<file path="config.mk">
export PLATFORM = sky130hd
export DESIGN_NAME = frame_loader
export DESIGN_NICKNAME = d
export VERILOG_FILES = /design/src/rtl/frame_loader.sv
export SDC_FILE = /design/constraint.sdc
export NUM_CORES = 1
export LEC_CHECK = 0
export CAP_MARGIN = 20
export CORE_MARGIN = 2
export CORE_UTILIZATION = 45
export CTS_CLUSTER_SIZE = 8
export DETAILED_ROUTE_END_ITERATION = 8
export GPL_TIMING_DRIVEN = 1
export PLACE_DENSITY_LB_ADDON = 0.25
export SLEW_MARGIN = 20
export SYNTH_ARGS = -nofsm -noshare
export SYNTH_HDL_FRONTEND = slang
export SYNTH_SLANG_ARGS = --single-unit
</file>
<file path="constraint.sdc">
create_clock -name clk -period 1.6 [get_ports clk]
set_input_delay 0.24 -clock clk [delete_from_list [all_inputs] [get_ports clk]]
set_output_delay 0.24 -clock clk [all_outputs]
set_load 0.005 [all_outputs]
</file>
<file path="src/rtl/frame_loader.sv">
`timescale 1ns/1ps
// Receive-side frame assembler: packs UART bytes into the hidden bank of a
// double-buffered frame RAM, zero-pads timed-out frames, then swaps banks.
module frame_loader #(
  parameter int PIXELS         = 256,
  parameter int TIMEOUT_CYCLES = 50000
) (
  input  logic       clk,
  input  logic       rst,
  input  logic [7:0] rx_data,
  input  logic       rx_valid,
  output logic       wr_en,
  output logic       wr_bank,
  output logic [7:0] wr_addr,
  output logic [7:0] wr_data,
  output logic       disp_bank,
  output logic       frame_done,
  output logic       timeout,
  output logic       overrun,
  output logic [1:0] led_state
);

  typedef enum logic [2:0] {
    S_IDLE, S_LOAD, S_FILL, S_SWAP, S_DISPLAY
  } state_t;

  localparam int             TW       = $clog2(TIMEOUT_CYCLES + 1);
  localparam logic [8:0]     LAST_PIX = 9'(PIXELS - 1);
  localparam logic [TW-1:0]  TO_LAST  = TW'(TIMEOUT_CYCLES - 1);
  localparam logic [1:0]     LED_IDLE = 2'b00;
  localparam logic [1:0]     LED_LOAD = 2'b01;
  localparam logic [1:0]     LED_DISP = 2'b10;

  state_t        r_state;
  logic [8:0]    r_byte_cnt;
  logic [TW-1:0] r_to_cnt;
  logic          r_wr_en;
  logic [7:0]    r_wr_addr;
  logic [7:0]    r_wr_data;
  logic          r_disp_bank;
  logic          r_frame_done;
  logic          r_timeout;
  logic          r_overrun;
  logic [1:0]    r_led;

  always_ff @(posedge clk or posedge rst) begin
    if (rst) begin
      r_state      <= S_IDLE;
      r_byte_cnt   <= '0;
      r_to_cnt     <= '0;
      r_wr_en      <= 1'b0;
      r_wr_addr    <= '0;
      r_wr_data    <= '0;
      r_disp_bank  <= 1'b0;
      r_frame_done <= 1'b0;
      r_timeout    <= 1'b0;
      r_overrun    <= 1'b0;
      r_led        <= LED_IDLE;
    end else begin
      // NOTE: strobes default low here with <=, so any branch below that
      // raises one overrides it and each pulse lasts exactly one cycle.
      r_wr_en      <= 1'b0;
      r_frame_done <= 1'b0;
      r_timeout    <= 1'b0;
      r_overrun    <= 1'b0;

      case (r_state)
        S_IDLE, S_DISPLAY: begin
          if (rx_valid) begin
            r_wr_en    <= 1'b1;
            r_wr_addr  <= '0;
            r_wr_data  <= rx_data;
            r_byte_cnt <= 9'd1;
            r_to_cnt   <= '0;
            r_led      <= LED_LOAD;
            r_state    <= S_LOAD;
          end
        end

        S_LOAD: begin
          // A byte arriving in the expiry cycle wins over the timeout.
          if (rx_valid) begin
            r_wr_en    <= 1'b1;
            r_wr_addr  <= r_byte_cnt[7:0];
            r_wr_data  <= rx_data;
            r_byte_cnt <= r_byte_cnt + 9'd1;
            r_to_cnt   <= '0;
            if (r_byte_cnt == LAST_PIX) r_state <= S_SWAP;
          end else if (r_to_cnt == TO_LAST) begin
            r_timeout <= 1'b1;
            r_state   <= S_FILL;
          end else begin
            r_to_cnt <= r_to_cnt + 1'b1;
          end
        end

        S_FILL: begin
          r_wr_en    <= 1'b1;
          r_wr_addr  <= r_byte_cnt[7:0];
          r_wr_data  <= '0;
          r_byte_cnt <= r_byte_cnt + 9'd1;
          r_overrun  <= rx_valid;
          if (r_byte_cnt == LAST_PIX) r_state <= S_SWAP;
        end

        S_SWAP: begin
          r_disp_bank  <= ~r_disp_bank;
          r_frame_done <= 1'b1;
          r_overrun    <= rx_valid;
          r_led        <= LED_DISP;
          r_state      <= S_DISPLAY;
        end

        default: r_state <= S_IDLE;
      endcase
    end
  end

  assign wr_en      = r_wr_en;
  assign wr_bank    = ~r_disp_bank;
  assign wr_addr    = r_wr_addr;
  assign wr_data    = r_wr_data;
  assign disp_bank  = r_disp_bank;
  assign frame_done = r_frame_done;
  assign timeout    = r_timeout;
  assign overrun    = r_overrun;
  assign led_state  = r_led;

endmodule

</file>
==> impl_table.tex <==
\begin{tabular}{lr}
\hline
Metric & Value \\
\hline
\multicolumn{2}{l}{\textbf{Outcome}} \\
Status & finished with violations \\
Violations in the final reports & negative setup slack \\
\multicolumn{2}{l}{\textbf{Worst setup path}} \\
Required time worst endpoint & 1.80 ns \\
Slack of the worst reg-to-reg path & -0.03 ns \\
Path type of the worst setup path & flop to flop \\
Kind of end point of the critical path & flop \\
Slowest stage cell, crit path & sky130\_fd\_sc\_hd\_\_dfrtp\_1 \\
Worst setup SP type & flop \\
Critical path arrival & 1.82 ns \\
Critical-path cell list & ha\_2 -> and3\_4 -> nand4\_1 -> and2\_4 -> or3\_1 \\
Critical path's largest stage delay & 0.37 ns \\
Critical Path Fanout Max & 5 \\
\multicolumn{2}{l}{\textbf{Yosys}} \\
Portion of synthesized cell area occupied by the leading cell type & 49.6\% \\
Post-synth net total & 295 \\
Part of the Yosys area used for sequential elements & 49.6\% \\
Synth Register Bits & 51 \\
Number of enable flip-flop cells after synthesis & 0 \\
Post-synthesis share of cell area spent on full adders, half adders and majority gates & 1.46\% \\
Area contributors post-synth & sky130\_fd\_sc\_hd\_\_dfrtp\_1, sky130\_fd\_sc\_hd\_\_o21ai\_0, sky130\_fd\_sc\_hd\_\_nand2\_1, sky130\_fd\_sc\_hd\_\_nor2\_1, sky130\_fd\_sc\_hd\_\_a21oi\_1 \\
Simple-gate share of the synthesized area & 23.1\% \\
Dominant combinational cell family by area after synthesis & simple AND/OR/NAND/NOR gates \\
Syn. warnings & 0 \\
Most used flip-flop cell after synthesis & sky130\_fd\_sc\_hd\_\_dfrtp\_1 \\
Library cell occupying the most area in the post-synthesis netlist & sky130\_fd\_sc\_hd\_\_dfrtp\_1 \\
Cells after synthesis & 281 \\
Async S/R FF share, synth & 100\% \\
Synth Area in XOR/XNOR & 1.02\% \\
Distinct cell type count of the synthesized netlist & 40 \\
Post-Synthesis Cell Area & 2570 um\^{}2 \\
Share of the synthesized area in compound gates (AO/OA/AOI/OAI) & 20.4\% \\
Post-Synthesis Mean Instance Area & 9.15 um\^{}2 \\
Multiplexer share of the synthesized area & 0\% \\
\multicolumn{2}{l}{\textbf{Clocking}} \\
Maximum number of buffers from clock root to sink & 2 \\
Buffer type at the clock tree root & sky130\_fd\_sc\_hd\_\_clkbuf\_8 \\
H-Tree Level Count & 2 \\
Clock tree from TritonCTS & done \\
Clock insertion delay at the later pin of the skew report & 0.31 ns \\
CTS clock-pin slew for the worst setup and hold paths & 0.09 ns \\
Number of clock sinks seen by CTS & 51 \\
Total clock buffers created by CTS & 5 \\
CTS Hold Buffers Added & 0 \\
\multicolumn{2}{l}{\textbf{STA}} \\
Max Fclk & 615 MHz \\
Setup-violating endpoint count in the final report & 2 \\
Hold WS & 0.272 ns \\
Relative slew slack & 76.5\% \\
Setup repair after global routing missed its margin & true \\
Hold Vio Cnt, Final & 0 \\
Final Max Slew Viols & 0 \\
Min Clock Period, post-route & 1.63 ns \\
Worst Skew & 0.00714 ns \\
Portion of the clock cycle consumed by the worst path in the final layout & 102\% \\
Final setup TNS & -0.0310 ns \\
Slew at the pin closest to its max-slew limit & 0.349 ns \\
Setup WS post-layout & -0.0257 ns \\
\multicolumn{2}{l}{\textbf{Min path}} \\
Class of the worst hold path & primary input to asynchronous set/reset pin \\
\multicolumn{2}{l}{\textbf{Cells and area}} \\
Net count of the finished layout & 385 \\
Antenna Diode Count & 0 \\
Final Util & 66.8\% \\
Fraction of final layout cells with drive strength greater than 1 & 30.4\% \\
Layout overhead on the synthesized area & 43.2\% \\
Filler instances & 442 \\
\multicolumn{2}{l}{\textbf{Job}} \\
Max Cap Violations & 0 \\
\multicolumn{2}{l}{\textbf{Detailed routing}} \\
Remaining routing DRC violations & 0 \\
Number of search-and-repair iterations in the first detailed-routing pass & 4 \\
Routed length per instance & 14.4 um \\
Routed Antenna Nets & 0 \\
Total number of vias & 2385 \\
Iter 0 DRT Violations & 89 \\
Total length of routed wires & 6.40 mm \\
Via density per instance & 5.37 \\
\multicolumn{2}{l}{\textbf{Power and ir drop}} \\
Static Leak & 1.63 nW \\
Overall Power & 5.30 mW \\
Pwr Density & 1440 nW/um\^{}2 \\
Peak supply drop & 0.879 mV \\
\multicolumn{2}{l}{\textbf{Global route}} \\
Wire length of the first global-routing pass & 10.5 mm \\
Via count of the first global-routing pass & 2365 \\
Congestion Overflow GR & 0 \\
Initial antenna violation count & 0 \\
Largest net degree at the start of global routing & 52 \\
Global-route usage over all layers & 21.3\% \\
\multicolumn{2}{l}{\textbf{Floorplanning}} \\
Num rows & 27 \\
Starting utilization of the core area & 46.7\% \\
Core Box Area & 5510 um\^{}2 \\
DIE AREA & 6330 um\^{}2 \\
Die W & 79.6 um \\
Die height & 79.6 um \\
I/O pins & 35 \\
\multicolumn{2}{l}{\textbf{Placed design}} \\
Final RePlAce weighted congestion & 0.836 \\
Placed wire-length estimate & 4.17 mm \\
Number of I/O port buffers & 34 \\
\hline
\end{tabular}
[cell families after synthesis]
| kind of cell | count (synthesis) |
|---|---|
| AO/OA/AOI/OAI | 89 |
| XOR/XNOR | 3 |
| adder cells (fa/ha/maj) | 3 |
| buffers and inverters | 22 |
| flip-flops | 51 |
| AND/OR/NAND/NOR | 113 |
[report_power, final]
part           switching [mW]  internal (mW)  leakage (nW)
logic                    1.30           1.40         0.915
clock network           0.441          0.307        0.0412
registers               0.235           1.61         0.670
total                    1.98           3.32          1.63
[layout make-up]
cell class	instances	area [um^2]	area share, %
Multi-Input combinational cell	208	1330	36.2
Sequential cell	51	1280	34.7
Timing Repair Buffer	97	865	23.5
Tap cell	72	90.1	2.45
Clock buffer	6	72.6	1.97
Inverter	8	30.0	0.816
Clock inverter	2	12.5	0.340
[Yosys cell counts, drive strengths merged, types with 3 or more instances]
cell type and number:
a31oi 3, buf 11, clkbuf 3, inv 8
o22ai 8, a21oi 19, nand3 11, and2 3
ha 3, dfrtp 51, o31ai 5, nand4 4
nor2 29, and3 3, a22o 3, o21ai 43
nand2b 15, nor3 3, nand2 34, or3 3
[stage by stage]
step	cell area, um^2	setup slack, ns	instances
finish	3680	-0.0257	444
CTS	3510	-0.0384	438
global route	3680	-0.116	444
floorplan	2580	0.000179	281
global placement	3290	-0.288	420
detailed placement	3290	-0.347	420
[repair_timing]
action | CTS | global route
resized for setup | 13 | 40
pin swaps | 7 | 15
buffers inserted | 10 | 7
endpoints found under the setup margin | 18 | 30
[layer usage]
| metal | wire length, um | global-route usage [%] | share of wire [%] |
|---|---|---|---|
| met1 | 2770 | 25.9 | 43 |
| met2 | 3350 | 37.3 | 52 |
| met3 | 172 | 3.85 | 2.7 |
| met4 | 106 | 7.93 | 1.7 |
| met5 | 0 | 0 | 0 |
[layout by cell type, fill, tap and decap left out, types with 8 or more instances in the layout]
cell / netlist / final
sky130_fd_sc_hd__o22ai_1: 8 / 8
sky130_fd_sc_hd__clkdlybuf4s50_1: 0 / 34
sky130_fd_sc_hd__dfrtp_1: 51 / 50
sky130_fd_sc_hd__a21oi_1: 18 / 14
sky130_fd_sc_hd__nand2b_1: 12 / 12
sky130_fd_sc_hd__buf_4: 2 / 54
sky130_fd_sc_hd__nand2_1: 34 / 32
sky130_fd_sc_hd__o21ai_0: 39 / 24
sky130_fd_sc_hd__nor2_1: 28 / 24
sky130_fd_sc_hd__o21ai_1: 3 / 16
[sequential cells by signal (all words and copies together), names as in the netlist]
signal and flops:
r_to_cnt 16, disp_bank 1, timeout 1, overrun 1, led_state 2, r_state 3, frame_done 1, wr_data 8
wr_en 1, wr_addr 8, r_byte_cnt 9
[worst max-delay path: cells and delay by family, from the launching register on]
family / cells / cell delay [ns]
simple gates: 4 / 0.97
flops: 1 / 0.37
fa+ha+maj: 1 / 0.18
[final timing paths]
path                              start            to  cells past startpoint
min in group clk           led_state[0]  led_state[0]                      1
setup reg to reg            r_to_cnt[1]    r_state[0]                      5
hold reg to reg            led_state[0]  led_state[0]                      1
hold / removal                      rst     disp_bank                      3
max in group asynchronous           rst    r_state[1]                      3
setup / recovery            r_to_cnt[1]    r_state[0]                      5
No activity file was read; power rests on OpenSTA's default activity.
